===== src/rtl/cpu_mdu_issue_pkg.sv =====
// Shared definitions for the MDU issue block.
// Op codes follow the M-extension funct3 encoding.
package cpu_mdu_issue_pkg;

  localparam int XLEN_DEF = 32;

  localparam logic [2:0] MDU_MUL    = 3'd0;
  localparam logic [2:0] MDU_MULH   = 3'd1;
  localparam logic [2:0] MDU_MULHSU = 3'd2;
  localparam logic [2:0] MDU_MULHU  = 3'd3;
  localparam logic [2:0] MDU_DIV    = 3'd4;
  localparam logic [2:0] MDU_DIVU   = 3'd5;
  localparam logic [2:0] MDU_REM    = 3'd6;
  localparam logic [2:0] MDU_REMU   = 3'd7;

  typedef enum logic [1:0] {
    IDLE,
    BUSY,
    DRAIN,
    DONE
  } state_e;

  function automatic logic is_mulh(input logic [2:0] c);
    return (c == MDU_MULH) || (c == MDU_MULHSU) || (c == MDU_MULHU);
  endfunction

  function automatic logic is_unsigned_div(input logic [2:0] c);
    return (c == MDU_DIVU) || (c == MDU_REMU);
  endfunction

endpackage


===== src/rtl/cpu_mdu_issue_if.sv =====
// Handshake bundle between decode, writeback and cpu_mdu.
// slave is the issue block's view; master is the surrounding pipeline.
interface cpu_mdu_issue_if
  import cpu_mdu_issue_pkg::*;
#(
  parameter int XLEN = XLEN_DEF
);

  logic            req_valid;
  logic            req_ready;
  logic [2:0]      req_control;
  logic            req_word;
  logic [4:0]      req_rd;
  logic [XLEN-1:0] req_a;
  logic [XLEN-1:0] req_b;
  logic            flush;
  logic            rsp_valid;
  logic            rsp_ready;
  logic [4:0]      rsp_rd;
  logic [XLEN-1:0] rsp_result;
  logic            busy;
  logic            mdu_start;
  logic [2:0]      mdu_control;
  logic [XLEN-1:0] mdu_operand_a;
  logic [XLEN-1:0] mdu_operand_b;
  logic            mdu_ready;
  logic [XLEN-1:0] mdu_result;

  modport slave (
    input  req_valid, req_control, req_word, req_rd,
    input  req_a, req_b, flush, rsp_ready,
    input  mdu_ready, mdu_result,
    output req_ready, rsp_valid, rsp_rd, rsp_result,
    output busy, mdu_start, mdu_control,
    output mdu_operand_a, mdu_operand_b
  );

  modport master (
    output req_valid, req_control, req_word, req_rd,
    output req_a, req_b, flush, rsp_ready,
    output mdu_ready, mdu_result,
    input  req_ready, rsp_valid, rsp_rd, rsp_result,
    input  busy, mdu_start, mdu_control,
    input  mdu_operand_a, mdu_operand_b
  );

endinterface


===== src/rtl/cpu_mdu_issue_wordext_unit.sv =====
// RV64 *W operand extension and result sign-extension.
// Collapses to pass-through when XLEN is 32.
module wordext_unit
  import cpu_mdu_issue_pkg::*;
#(
  parameter int XLEN = XLEN_DEF
) (
  input  logic [2:0]      control,
  input  logic            word,
  input  logic [XLEN-1:0] a_i,
  input  logic [XLEN-1:0] b_i,
  input  logic            res_word,
  input  logic [XLEN-1:0] res_i,
  output logic            word_eff,
  output logic [XLEN-1:0] a_o,
  output logic [XLEN-1:0] b_o,
  output logic [XLEN-1:0] res_o
);

  if (XLEN == 64) begin : g_rv64
    logic zext;

    // No MULHW exists, so high-half multiplies fall back to full width.
    assign word_eff = word && !is_mulh(control);
    assign zext     = is_unsigned_div(control);

    always_comb begin
      a_o = a_i;
      b_o = b_i;
      if (word_eff) begin
        a_o = zext ? {32'b0, a_i[31:0]}
                   : {{32{a_i[31]}}, a_i[31:0]};
        b_o = zext ? {32'b0, b_i[31:0]}
                   : {{32{b_i[31]}}, b_i[31:0]};
      end
    end

    assign res_o = res_word ? {{32{res_i[31]}}, res_i[31:0]}
                            : res_i;
  end else begin : g_rv32
    logic unused_word;

    assign unused_word = ^{control, word, res_word};
    assign word_eff    = 1'b0;
    assign a_o         = a_i;
    assign b_o         = b_i;
    assign res_o       = res_i;
  end

endmodule


===== src/rtl/cpu_mdu_issue.sv =====
// Execute-stage requester for cpu_mdu: issue, wait, hold result.
// An in-flight divide cannot be aborted, so flush drains it.
module cpu_mdu_issue
  import cpu_mdu_issue_pkg::*;
#(
  parameter int XLEN = XLEN_DEF
) (
  input logic           clk,
  input logic           reset,
  cpu_mdu_issue_if.slave io
);

  state_e          state_q, state_d;
  logic [2:0]      ctrl_q, ctrl_d;
  logic [4:0]      rd_q, rd_d;
  logic            word_q, word_d;
  logic [XLEN-1:0] a_q, a_d;
  logic [XLEN-1:0] b_q, b_d;
  logic [XLEN-1:0] res_q, res_d;

  logic            word_eff;
  logic [XLEN-1:0] ext_a;
  logic [XLEN-1:0] ext_b;
  logic [XLEN-1:0] ext_res;

  wordext_unit #(.XLEN(XLEN)) u_wordext (
    .control  (io.req_control),
    .word     (io.req_word),
    .a_i      (io.req_a),
    .b_i      (io.req_b),
    .res_word (word_q),
    .res_i    (io.mdu_result),
    .word_eff (word_eff),
    .a_o      (ext_a),
    .b_o      (ext_b),
    .res_o    (ext_res)
  );

  always_comb begin
    state_d = state_q;
    ctrl_d  = ctrl_q;
    rd_d    = rd_q;
    word_d  = word_q;
    a_d     = a_q;
    b_d     = b_q;
    res_d   = res_q;
    unique case (state_q)
      IDLE: begin
        if (io.req_valid && !io.flush) begin
          state_d = BUSY;
          ctrl_d  = io.req_control;
          rd_d    = io.req_rd;
          word_d  = word_eff;
          a_d     = ext_a;
          b_d     = ext_b;
        end
      end
      BUSY: begin
        // Flush wins over a same-edge ready.
        if (io.mdu_ready) begin
          if (io.flush) begin
            state_d = IDLE;
          end else begin
            state_d = DONE;
            res_d   = ext_res;
          end
        end else if (io.flush) begin
          state_d = DRAIN;
        end
      end
      DRAIN: begin
        if (io.mdu_ready) state_d = IDLE;
      end
      DONE: begin
        if (io.rsp_ready || io.flush) state_d = IDLE;
      end
      default: state_d = IDLE;
    endcase
  end

  always_ff @(posedge clk) begin
    if (reset) begin
      state_q <= IDLE;
      ctrl_q  <= '0;
      rd_q    <= '0;
      word_q  <= 1'b0;
      a_q     <= '0;
      b_q     <= '0;
      res_q   <= '0;
    end else begin
      state_q <= state_d;
      ctrl_q  <= ctrl_d;
      rd_q    <= rd_d;
      word_q  <= word_d;
      a_q     <= a_d;
      b_q     <= b_d;
      res_q   <= res_d;
    end
  end

  assign io.req_ready     = (state_q == IDLE);
  assign io.busy          = (state_q != IDLE);
  assign io.mdu_start     = (state_q == BUSY) || (state_q == DRAIN);
  assign io.rsp_valid     = (state_q == DONE);
  assign io.rsp_rd        = rd_q;
  assign io.rsp_result    = res_q;
  assign io.mdu_control   = ctrl_q;
  assign io.mdu_operand_a = a_q;
  assign io.mdu_operand_b = b_q;

endmodule


===== src/flat_wrapper.sv =====
// flat-port wrapper written by rule: the top's interface ports become plain ports
module cpu_mdu_issue_flat import cpu_mdu_issue_pkg::*;
#(
  parameter int XLEN = XLEN_DEF
)
  (clk, reset, io_req_valid, io_req_control, io_req_word, io_req_rd, io_req_a, io_req_b, io_flush, io_rsp_ready, io_mdu_ready, io_mdu_result, io_req_ready, io_rsp_valid, io_rsp_rd, io_rsp_result, io_busy, io_mdu_start, io_mdu_control, io_mdu_operand_a, io_mdu_operand_b);
  cpu_mdu_issue_if #(.XLEN(XLEN)) io_i ();
  input logic clk;
  input logic reset;
  input wire logic [$bits(io_i.req_valid)-1:0] io_req_valid;
  input wire logic [$bits(io_i.req_control)-1:0] io_req_control;
  input wire logic [$bits(io_i.req_word)-1:0] io_req_word;
  input wire logic [$bits(io_i.req_rd)-1:0] io_req_rd;
  input wire logic [$bits(io_i.req_a)-1:0] io_req_a;
  input wire logic [$bits(io_i.req_b)-1:0] io_req_b;
  input wire logic [$bits(io_i.flush)-1:0] io_flush;
  input wire logic [$bits(io_i.rsp_ready)-1:0] io_rsp_ready;
  input wire logic [$bits(io_i.mdu_ready)-1:0] io_mdu_ready;
  input wire logic [$bits(io_i.mdu_result)-1:0] io_mdu_result;
  output wire logic [$bits(io_i.req_ready)-1:0] io_req_ready;
  output wire logic [$bits(io_i.rsp_valid)-1:0] io_rsp_valid;
  output wire logic [$bits(io_i.rsp_rd)-1:0] io_rsp_rd;
  output wire logic [$bits(io_i.rsp_result)-1:0] io_rsp_result;
  output wire logic [$bits(io_i.busy)-1:0] io_busy;
  output wire logic [$bits(io_i.mdu_start)-1:0] io_mdu_start;
  output wire logic [$bits(io_i.mdu_control)-1:0] io_mdu_control;
  output wire logic [$bits(io_i.mdu_operand_a)-1:0] io_mdu_operand_a;
  output wire logic [$bits(io_i.mdu_operand_b)-1:0] io_mdu_operand_b;
  assign io_i.req_valid = io_req_valid;
  assign io_i.req_control = io_req_control;
  assign io_i.req_word = io_req_word;
  assign io_i.req_rd = io_req_rd;
  assign io_i.req_a = io_req_a;
  assign io_i.req_b = io_req_b;
  assign io_i.flush = io_flush;
  assign io_i.rsp_ready = io_rsp_ready;
  assign io_i.mdu_ready = io_mdu_ready;
  assign io_i.mdu_result = io_mdu_result;
  assign io_req_ready = io_i.req_ready;
  assign io_rsp_valid = io_i.rsp_valid;
  assign io_rsp_rd = io_i.rsp_rd;
  assign io_rsp_result = io_i.rsp_result;
  assign io_busy = io_i.busy;
  assign io_mdu_start = io_i.mdu_start;
  assign io_mdu_control = io_i.mdu_control;
  assign io_mdu_operand_a = io_i.mdu_operand_a;
  assign io_mdu_operand_b = io_i.mdu_operand_b;
  cpu_mdu_issue #(.XLEN(XLEN)) u_core (.clk(clk), .reset(reset), .io(io_i));
endmodule

===== config.mk =====
export PLATFORM = sky130hd
export DESIGN_NAME = cpu_mdu_issue_flat
export DESIGN_NICKNAME = d
export VERILOG_FILES = /design/src/rtl/cpu_mdu_issue_pkg.sv /design/src/rtl/cpu_mdu_issue_if.sv /design/src/rtl/cpu_mdu_issue_wordext_unit.sv /design/src/rtl/cpu_mdu_issue.sv /design/src/flat_wrapper.sv
export SDC_FILE = /design/constraint.sdc
export NUM_CORES = 1
export LEC_CHECK = 0
export BUFFER_PORTS_ARGS = -buffer_cell sky130_fd_sc_hd__buf_2
export CORE_MARGIN = 5
export CORE_UTILIZATION = 25
export CTS_CLUSTER_DIAMETER = 120
export DETAILED_ROUTE_END_ITERATION = 10
export GPL_TIMING_DRIVEN = 0
export PLACE_DENSITY_LB_ADDON = 0.12
export SETUP_SLACK_MARGIN = 0.1
export SKIP_LAST_GASP = 1
export SLEW_MARGIN = 20
export SYNTH_ARGS = -nofsm -noshare
export SYNTH_HDL_FRONTEND = slang
export SYNTH_HIERARCHICAL = 1
export SYNTH_SLANG_ARGS = --single-unit

===== constraint.sdc =====
create_clock -name clk -period 1.8 [get_ports clk]
set_clock_uncertainty 0.15 [all_clocks]
set_input_delay 0.09 -clock clk [delete_from_list [all_inputs] [get_ports clk]]
set_output_delay 0.09 -clock clk [all_outputs]
set_load 0.02 [all_outputs]

== Word level (Yosys, flattened, before mapping) ==
Index checks and enable logic that the tools add are counted.

* Equality and inequality tests: 7
* Bitwise operators: 1
* Reductions and logical operators: 9
* Multiplexer cells: 7

{| class="wikitable"
|+ Operators with widths
! cell !! number
|-
| two-way mux 2 bit || 6
|-
| one-hot mux 2 bit (4 select lines) || 1
|-
| == test 2 bit, second input constant || 2
|-
| != test 2 x 1 -> 1 bit, second input constant || 2
|-
| AND reduction 4 bit || 1
|-
| != test 3 bit, second input constant || 1
|-
| AND reduction 3 bit || 1
|-
| == test 2 x 1 -> 1 bit, second input constant || 1
|-
| zero test 2 bit || 1
|-
| logical OR 1 bit || 2
|-
| != test 2 bit, second input constant || 1
|-
| AND reduction 2 bit || 1
|-
| nonzero test 2 bit || 1
|-
| logical AND 1 bit || 1
|-
| zero test 1 bit || 1
|-
| inverter 1 bit || 1
|}

* Output and inout port bits: 108
* Input bits: 111
* Flip-flop bits (word level): 106
* Word-level logic and storage cells: 30

== Depth between registers and ports, before layout ==
Gate-level depths: netlist of run 1.

* Depth in word-level cells: 4
* Depth in mapped cells: 8
* Depth with buffers taken out: 6

== Cells and area by module ==
Netlist of run 1, hierarchy kept.

{| class="wikitable"
|+ Modules (own cells, without submodules)
! module !! instances !! area an instance (µm²) !! cells each
|-
| cpu_mdu_issue || 1 || 3838.7 || 480
|-
| wordext_unit || 1 || 732.0 || 98
|}

== Worst setup path before layout of run 1 ==
No wires, ideal clock.

* Kind: register -> register
* From: register u_core.state_q[0]
* To: register u_core.ctrl_q[0] (netlist: u_core/io.mdu_control[0])
* Library setup time: 132 ps
* Path buffers: 2
* Cell stages (with the launch flop): 9
* Arrival time: 1500 ps
* Setup slack: 18 ps
* Cells stage by stage: dfxtp_1 inv_1 ha_1 inv_2 or2_1 buf_6 buf_6 nand2_1 a21oi_1

* Cells in the longest elaborated chain, start to end: 2

{| class="wikitable"
|+ Ends and longest elaborated chain
! what !! RTL line !! source
|-
| start, declared || cpu_mdu_issue.sv:13 || <nowiki>state_e state_q, state_d;</nowiki>
|-
| start signal, assigned || cpu_mdu_issue.sv:91 || <nowiki>state_q <= state_d;</nowiki>
|-
| zero test 2 bit || -- ||
|-
| net io_req_ready || flat_wrapper.sv:20 || <nowiki>output wire logic [$bits(io_i.req_ready)-1:0] io_req_ready;</nowiki>
|-
| AND reduction 2 bit (no source line) || -- ||
|-
| end signal, assigned || cpu_mdu_issue.sv:92 || <nowiki>ctrl_q <= ctrl_d;</nowiki>
|-
| end, declared || cpu_mdu_issue.sv:14 || <nowiki>logic [2:0] ctrl_q, ctrl_d;</nowiki>
|}

The timed path passes the listed nets, and every way through them passes these cells.
A chain may end at the register's enable or synchronous reset.

== Final worst setup path of run 1 ==
* From: register u_core.state_q[1]
* To: register u_core.res_q[23] (netlist: u_core/io.rsp_result[23])

* Cells in the longest elaborated chain, start to end: 2

{| class="wikitable"
|+ Ends and longest elaborated chain
! what !! RTL line !! source
|-
| == test 2 x 1 -> 1 bit || cpu_mdu_issue.sv:47 || <nowiki>unique case (state_q)</nowiki>
|-
| AND reduction 3 bit (no source line) || -- ||
|-
| end signal, assigned || cpu_mdu_issue.sv:97 || <nowiki>res_q <= res_d;</nowiki>
|-
| end, declared || cpu_mdu_issue.sv:19 || <nowiki>logic [XLEN-1:0] res_q, res_d;</nowiki>
|}

Every way passes these cells.

==> qor.yml, run 1 <==
startpoint_type: "flop"
p_per_area_nw_per_um2: 813
num_vias: 4294
worst_path_dominant_cell_family: "simple AND/OR/NAND/NOR gates"
layout-drive-gt1-share_pct: 33.5
final_core_util_pct: 38.4
post-dp-hpwl_um: 10000
cp.arrival_ps: 1720
post_drt_wl_per_cell_um: 13.2
ir_worst_vdd_mv: 0.410
path_buf_inv: 3
slew_headroom_pct: 58.2
nets: 927
placed_area_um2: 5420
vias_per_cell: 4.10
routabilityCongestion: 0.765
grt-ovfl-total: 0
die_w_um: 145
grt_pass1_wl_um: 21000
drt_iter0_markers: 113
die_area_um2: 20900
seqPwrFrac_pct: 45.4
p_comb_share_pct: 21.0
p_int_uw: 4020
yosys_warnings: 6
ant_nets: 0
clk_latency_ps: 340
clock-sinks: 106
fmax_mhz: 626
cp_data_required_time_ps: 1920
port_buffers: 120
crit_path_max_fanout: 10
crit_path_top_delay_cell: "dfxtp_2"
holdWs_ps: 48.7
final_cell_mix: "209 x nand2_1, 127 x buf_2, 106 x dlygate4sd3_1"
start_util_pct: 25.3
syn_avg_cell_area_um2: 7.91
p_leak_uw: 0.00306
final-setup-viol-count: 0
stdcell_area_um2: 6870
cts.reportedPaths.clkPinSlew_ps: 70
grt_use_total_pct: 12.8
antenna_found_initial: 0
grt_max_degree: 18
cts_buffer_depth: 2
cts_root_buffer: "clkbuf_16"
netlist_area_um2: 4530
swShare_pct: 28.1
cts_tree: "built"
syn_to_final_growth_pct: 51.8
dr.pass1.iters: 4
worst_pin_slew_ps: 626
hold_path.class: "in2reg"
final_cells: 1047
drt_wl_total_um: 13800
synthCells: 572
power.share.clock_pct: 33.7
die_y_um: 145
crit_top_cell: "buf_6"
critPathKind: "reg2reg"
drc: 0
synth_nets: 687
min_period_over_period_pct: 88.7
period_needed_ps: 1600
outcome: "completed"
row_count: 49
drv_slew: 0
final_common_cell: "nand2_1"
switchingPower_uw: 1570
io_pins: 219
crit_path_end_kind: "flop"
placedCellCount: 921
numCtsBuffers: 9
cpPeakStageDelay_ps: 340
rsz0062_at_grt: "true"
grt_pass1_vias: 4208
hold_viol: 0
core_area_um2: 17900
total_power_uw: 5590
cap_violations: 0
htree_num_levels: 3
crit_chain: "inv_2 -> ha_2 -> nor2b_4 -> and2_1 -> buf_6 -> buf_6 -> nand2_1 -> a21oi_1"
[registers in the layout, indices dropped and copies added (netlist names)]
signal / flops
u_core/io.mdu_operand_a: 32
u_core/io.mdu_operand_b: 32
u_core/io.rsp_result: 32
u_core/io.rsp_rd: 5
u_core/io.mdu_control: 3
u_core/state_q: 2
[worst register-to-register path: stages (launching register included)]
cell and delay [ps]:
dfxtp_2 340, inv_2 80, ha_2 180, nor2b_4 160, and2_1 150, buf_6 140, buf_6 140, nand2_1 60
a21oi_1 120
[cell type report]
class                   instances  area [um2]
fillers                      1866       11000
flip-flops and latches        106        2120
repair buffers                229        1680
multi-input cells             333        1510
plain buffers                 130         970
well taps                     229         287
clock buffers                  10         239
clock inverters                 6        42.5
inverters                       3        11.3
diodes                          1        2.50
[metrics by stage]
step / worst slack [ps] / TNS, ps
finish: 203 / 0
global route: 78.8 / 0
global placement: -88.7 / -2360
floorplan: 115 / 0
detailed placement: -152 / -3580
CTS: 107 / 0
[per-layer routing]
| metal | vias to the layer above | wire length, um | part of all wire (%) | global-route usage (%) |
|---|---|---|---|---|
| met5 | - | 0 | 0 | 0 |
| met4 | 0 | 499 | 3.6 | 6.77 |
| met3 | 31 | 966 | 7.0 | 3.17 |
| met2 | 143 | 6760 | 49 | 21.9 |
| met1 | 1924 | 5580 | 40 | 14.8 |
| li1 | 2196 | - | - | - |
[power groups by stage]
stage / Combinational, uW / Clock, uW / Sequential, uW
finish: 1170 / 1880 / 2540
detailed placement: 955 / 0 / 2590
CTS: 1160 / 2000 / 2530
global placement: 945 / 0 / 2590
global route: 1280 / 2080 / 2550
floorplan: 519 / 0 / 2740
[final timing paths]
kind / startpoint / to / slack (ps) / cells past startpoint
max: u_core/state_q[1] / u_core/io.rsp_result[23] / 200 / 8
min: reset / u_core/state_q[1] / 50 / 3
max reg2reg: u_core/state_q[1] / u_core/io.rsp_result[23] / 200 / 8
min reg2reg: u_core/io.mdu_operand_b[4] / u_core/io.mdu_operand_b[4] / 300 / 2
[what timing repair did]
action,in CTS,in global routing
resized for setup,13,17
pin swaps,1,0
hold endpoints to repair,105,0
setup buffers,2,1
setup endpoints to repair,99,99
hold buffers,106,0
Power figures use the tool's default switching activity.
==> run 2: changes to the inputs <==
HOLD_SLACK_MARGIN = 0.08   (was default)
==> run 2 against run 1 <==
Net effect: register-to-register slack barely moved; wire length increased by 0.10%; via count about the same; power is essentially flat; worst setup slack better by 1.4 ps; cell count is 0.19% higher; first-iteration DRC count rose by 8.8%; clock power about the same; global-route usage is essentially flat; largest cell class unchanged.
==> qor.yml, run 2 (synthesis results as in run 1) <==
outcome: "completed"
min_period_over_period_pct: 88.6  # about the same
seqPwrFrac_pct: 45.3  # about the same
clk_latency_ps: 340  # about the same
p_per_area_nw_per_um2: 811  # -0.26%
min_to: "u_core/state_q[1]"
grt_pass1_vias: 4222  # +0.33%
port_buffers: 120  # unchanged
period_needed_ps: 1600  # -1.35 ps
final_cell_mix: "209 x nand2_1, 127 x buf_2, 108 x dlygate4sd3_1"
final_common_cell: "nand2_1"
rr_startpoint: "u_core/state_q[1]"
htree_num_levels: 3  # unchanged
cts.reportedPaths.clkPinSlew_ps: 70  # about the same
swShare_pct: 28.1  # -0.028 points
io_pins: 219  # unchanged
layout_setup_ws_ps: 205  # +1.35 ps
use_met3_pct: 3.17  # unchanged
fmax_mhz: 627  # about the same
r2r_setup_slack_ps: 200  # about the same
final-setup-viol-count: 0  # unchanged
numCtsBuffers: 9  # unchanged
crit_path_max_fanout: 10  # unchanged
met2_usage_pct: 21.9  # +0.024 points
fill_cells: 1865  # -0.054%
grt_use_total_pct: 12.8  # about the same
syn_to_final_growth_pct: 52.2
drt_iter0_markers: 123  # +8.8%
holdWs_ps: 126  # +77.0 ps
hold_path.class: "in2reg"
power.share.clock_pct: 33.7  # about the same
core_area_um2: 17900  # unchanged
worst_pin_slew_ps: 625  # -1.31 ps
dp_slack_ps: -152  # unchanged
post_drt_wl_per_cell_um: 13.2  # about the same
post-dp-hpwl_um: 10000  # unchanged
rsz0062_at_grt: "true"
num_vias: 4291  # -0.070%
groute.layer.met1.usage_pct: 14.8  # unchanged
row_count: 49  # unchanged
p_leak_uw: 0.00307  # +0.27%
grt-busiest-layer: "met2"
hold_start: "io_req_valid"
drc: 0  # unchanged
layout-drive-gt1-share_pct: 33.5  # -0.082 points
grt_pass1_wl_um: 21100  # about the same
r2r-end: "u_core/io.rsp_result[23]"
switchingPower_uw: 1570  # about the same
ir_worst_vdd_mv: 0.409  # -0.32%
reg2reg_depth: 8  # unchanged
p_int_uw: 4020  # about the same
area.sequential_um2: 2120  # unchanged
dr.pass1.iters: 4  # unchanged
start_util_pct: 25.3  # unchanged
die_y_um: 145  # unchanged
die_area_um2: 20900  # unchanged
vias_per_cell: 4.09  # -0.26%
drt_wl_total_um: 13800  # +0.10%
clock-sinks: 106  # unchanged
die_w_um: 145  # unchanged
cp_data_required_time_ps: 1920  # about the same
startpoint_type: "flop"
cap_violations: 0  # unchanged
crit_path_end_kind: "flop"
cts_root_buffer: "clkbuf_16"
critPathKind: "reg2reg"
multi_input_area_um2: 1510  # unchanged
nets: 929  # +0.22%
slew_headroom_pct: 58.3  # +0.087 points
routabilityCongestion: 0.765  # unchanged
cp.arrival_ps: 1720  # about the same
drv_slew: 0  # unchanged
p_comb_share_pct: 21.0  # about the same
grt_max_degree: 18  # unchanged
ant_nets: 0  # unchanged
cts_buffer_depth: 2  # unchanged
antenna_found_initial: 0  # unchanged
grt-ovfl-total: 0  # unchanged
cts_tree: "built"
min_delay_path_depth: 5  # +2
hold_viol: 0  # unchanged
run 2: cell types whose count changed in the layout (fill, tap and decap cells not counted):
cell,delta
dlygate4sd3_1,+2
run 2: layout make-up:
cell class                 count  share of cell area (%)
tap                          229                    4.16
multi-input combinational    333                    21.9
clock buffer                  10                    3.47
clock inverter                 6                   0.617
inverter                       3                   0.163
buffer                       130                    14.1
timing repair buffer         231                    24.7
antenna                        1                  0.0363
sequential                   106                    30.8
run 2: power by group through the flow:
stage | logic (uW) | registers [uW] | clock network, uW
floorplan | 519 | 2740 | 0
CTS | 1170 | 2530 | 2000
global placement | 945 | 2590 | 0
global route | 1280 | 2550 | 2080
detailed placement | 955 | 2590 | 0
finish | 1170 | 2540 | 1880
run 2: critical path, stage by stage, from the launching register on:
cell     delay, ps
dfxtp_2        340
inv_2           80
ha_2           180
nor2b_4        160
and2_1         150
buf_6          140
buf_6          140
nand2_1         60
a21oi_1        120
run 2: timing repair:
item                                    4_1_cts  5_1_grt
pin swaps                                     1        0
resized for setup                            13       17
hold buffers                                108        0
endpoints found under the hold margin       106        0
buffers inserted                              2        1
gates cloned                                  0        0
endpoints found under the setup margin       99       99
run 2: metrics by stage:
stage	setup TNS (ps)	power [uW]	util [%]	instances	instance area, um2
floorplan	0	3260	-	572	4530
global placement	-2360	3530	30.3	921	5420
detailed placement	-3580	3540	30.3	921	5420
CTS	0	5700	38.1	1047	6820
global route	0	5910	38.5	1048	6890
finish	0	5590	38.5	1049	6890
run 2: worst max path at each step:
stage | cells past startpoint | end | from
4_1_cts | 8 | u_core/io.mdu_operand_b[7] | u_core/state_q[0]
2_1_floorplan | 8 | u_core/io.mdu_control[1] | u_core/state_q[0]
3_3_place_gp | 7 | u_core/io.rsp_result[20] | u_core/state_q[1]
3_5_place_dp | 7 | u_core/io.rsp_result[6] | u_core/state_q[1]
5_1_grt | 8 | u_core/io.rsp_result[6] | u_core/state_q[1]
6_report | 8 | u_core/io.rsp_result[23] | u_core/state_q[1]
run 2: per-layer routing:
metal | up-vias | share of wire, %
li1 | 2199 | -
met1 | 1920 | 41
met2 | 141 | 49
met3 | 31 | 6.9
met4 | 0 | 3.6
met5 | - | 0
==> run 3: changes to the inputs <==
PLACE_DENSITY_LB_ADDON = 0.1   (was 0.12)
==> run 3 against run 2 <==
Net effect: clock power is 5% lower; worst hold slack worse by 93 ps; wire length is 0.31% lower; highest routed layer unchanged; first-iteration DRC count is 30% higher.
==> qor.yml, run 3 (synthesis results as in run 1) <==
drt_wl_total_um: 13800  # -0.31%
ir_worst_vdd_mv: 0.392  # -4.3%
die_w_um: 145  # unchanged
slew_headroom_pct: 64.6  # +6.3 points
fill_cells: 1850  # -0.80%
drc: 0  # unchanged
final-setup-viol-count: 0  # unchanged
cts.reportedPaths.clkPinSlew_ps: 70  # about the same
routabilityCongestion: 0.781  # +2.1%
grt_max_degree: 16  # -2
cp.arrival_ps: 1650  # -70 ps
final_common_cell: "nand2_1"
htree_num_levels: 3  # unchanged
crit_path_end_kind: "flop"
rsz0062_at_grt: "true"
syn_to_final_growth_pct: 52.3  # about the same
min_period_over_period_pct: 89.0  # +0.37 points
vias_per_cell: 4.13  # +0.98%
io_pins: 219  # unchanged
clk_latency_ps: 340  # about the same
port_buffers: 120  # unchanged
grt-ovfl-total: 0  # unchanged
p_leak_uw: 0.00309  # +0.46%
num_vias: 4329  # +0.89%
startpoint_type: "flop"
layout-drive-gt1-share_pct: 33.5  # unchanged
area.sequential_um2: 2120  # unchanged
dr.pass1.iters: 5  # +1
drv_slew: 0  # unchanged
final_cells: 1048  # -0.095%
grt_pass1_wl_um: 21200  # +0.79%
numCtsBuffers: 9  # unchanged
cp_data_required_time_ps: 1850  # -70 ps
hold_path.class: "in2reg"
placedCellCount: 921  # unchanged
r2r_setup_slack_ps: 200  # about the same
rr_startpoint: "u_core/state_q[0]"
antenna_cells: 0  # -1
holdWs_ps: 32.3  # -93.3 ps
cts_buffer_depth: 2  # unchanged
period_needed_ps: 1600  # +6.62 ps
critPathKind: "reg2reg"
cts_tree: "built"
fmax_mhz: 624  # -0.41%
hold_viol: 0  # unchanged
post-dp-hpwl_um: 10100  # +0.86%
core_area_um2: 17900  # unchanged
final_cell_mix: "209 x nand2_1, 128 x buf_2, 108 x dlygate4sd3_1"
die_y_um: 145  # unchanged
drt_iter0_markers: 160  # +30%
crit_path_max_fanout: 10  # unchanged
p_per_area_nw_per_um2: 799  # -1.5%
r2r-end: "u_core/io.mdu_operand_a[3]"
cts_root_buffer: "clkbuf_16"
post_drt_wl_per_cell_um: 13.1  # -0.22%
die_area_um2: 20900  # unchanged
nets: 931  # +0.22%
cap_violations: 0  # unchanged
grt_pass1_vias: 4293  # +1.7%
multi_input_area_um2: 1510  # about the same
crit_start: "u_core/state_q[0]"
start_util_pct: 25.3  # unchanged
antenna_found_initial: 0  # unchanged
tns_ps: 0  # unchanged
endpoint: "u_core/io.mdu_operand_a[3]"
outcome: "completed"
reg2reg_depth: 8  # unchanged
row_count: 49  # unchanged
ant_nets: 0  # unchanged
grt_use_total_pct: 12.8  # -0.022 points
worst_pin_slew_ps: 531  # -94.1 ps
clock-sinks: 106  # unchanged
-- run 3: cell types whose count changed in the layout (fill, tap and decap cells not counted), sizes merged --
cell and delta:
buf +1, clkinvlp -1, clkinv -2, diode -1
clkbuf +2
-- run 3: per-layer routing --
layer,track usage (%),up-vias,wire [um]
li1,-,2204,-
met1,14.9,1969,5720
met2,22.1,138,6800
met3,3.41,18,970
met4,5.60,0,296
met5,0,-,0
-- run 3: worst max-delay path, stage by stage, from the launching register on --
cell and delay [ps]:
dfxtp_2 340, inv_2 80, ha_4 150, inv_2 60, or2_4 270, clkbuf_16 160
buf_6 130, nand2_1 60, a21oi_1 60
-- run 3: worst min-delay path by stage --
| stage | startpoint | endpoint | depth (start not counted) |
|---|---|---|---|
| detailed placement | io_req_rd[3] | u_core/io.rsp_rd[3] | 3 |
| finish | reset | u_core/state_q[1] | 4 |
| CTS | reset | u_core/state_q[1] | 4 |
| global route | reset | u_core/state_q[1] | 4 |
| global placement | io_req_rd[0] | u_core/io.rsp_rd[0] | 3 |
| floorplan | io_req_control[0] | u_core/io.mdu_control[0] | 2 |
-- run 3: power by group --
part	switching, uW	leakage [uW]	internal (uW)
Sequential	61.6	0.000863	2470
Clock	828	0.000127	957
Combinational	607	0.00210	581
-- run 3: final cells by class --
type                    instances  area share [%]
clock inverters                 3           0.254
repair buffers                233            25.2
flip-flops and latches        106            30.8
well taps                     229            4.16
inverters                       3           0.163
clock buffers                  11            3.52
multi-input cells             333            21.9
plain buffers                 130            14.0
-- run 3: per-stage QoR --
step           setup WS [ps]  util, %  power [uW]  cell area (um2)
2_1_floorplan            115        -        3260             4530
3_3_place_gp           -68.3     30.3        3530             5420
3_5_place_dp            -151     30.3        3550             5420
4_1_cts                 79.0     37.9        5590             6790
5_1_grt                 92.4     38.5        5830             6900
6_report                 198     38.5        5510             6900
-- run 3: repair_timing --
action / in CTS / in global routing
gates cloned: 0 / 1
gates resized for setup: 10 / 20
pin swaps: 1 / 0
setup buffers: 3 / 1
hold buffers: 107 / 1
setup endpoints to repair: 99 / 99
hold endpoints to repair: 106 / 1
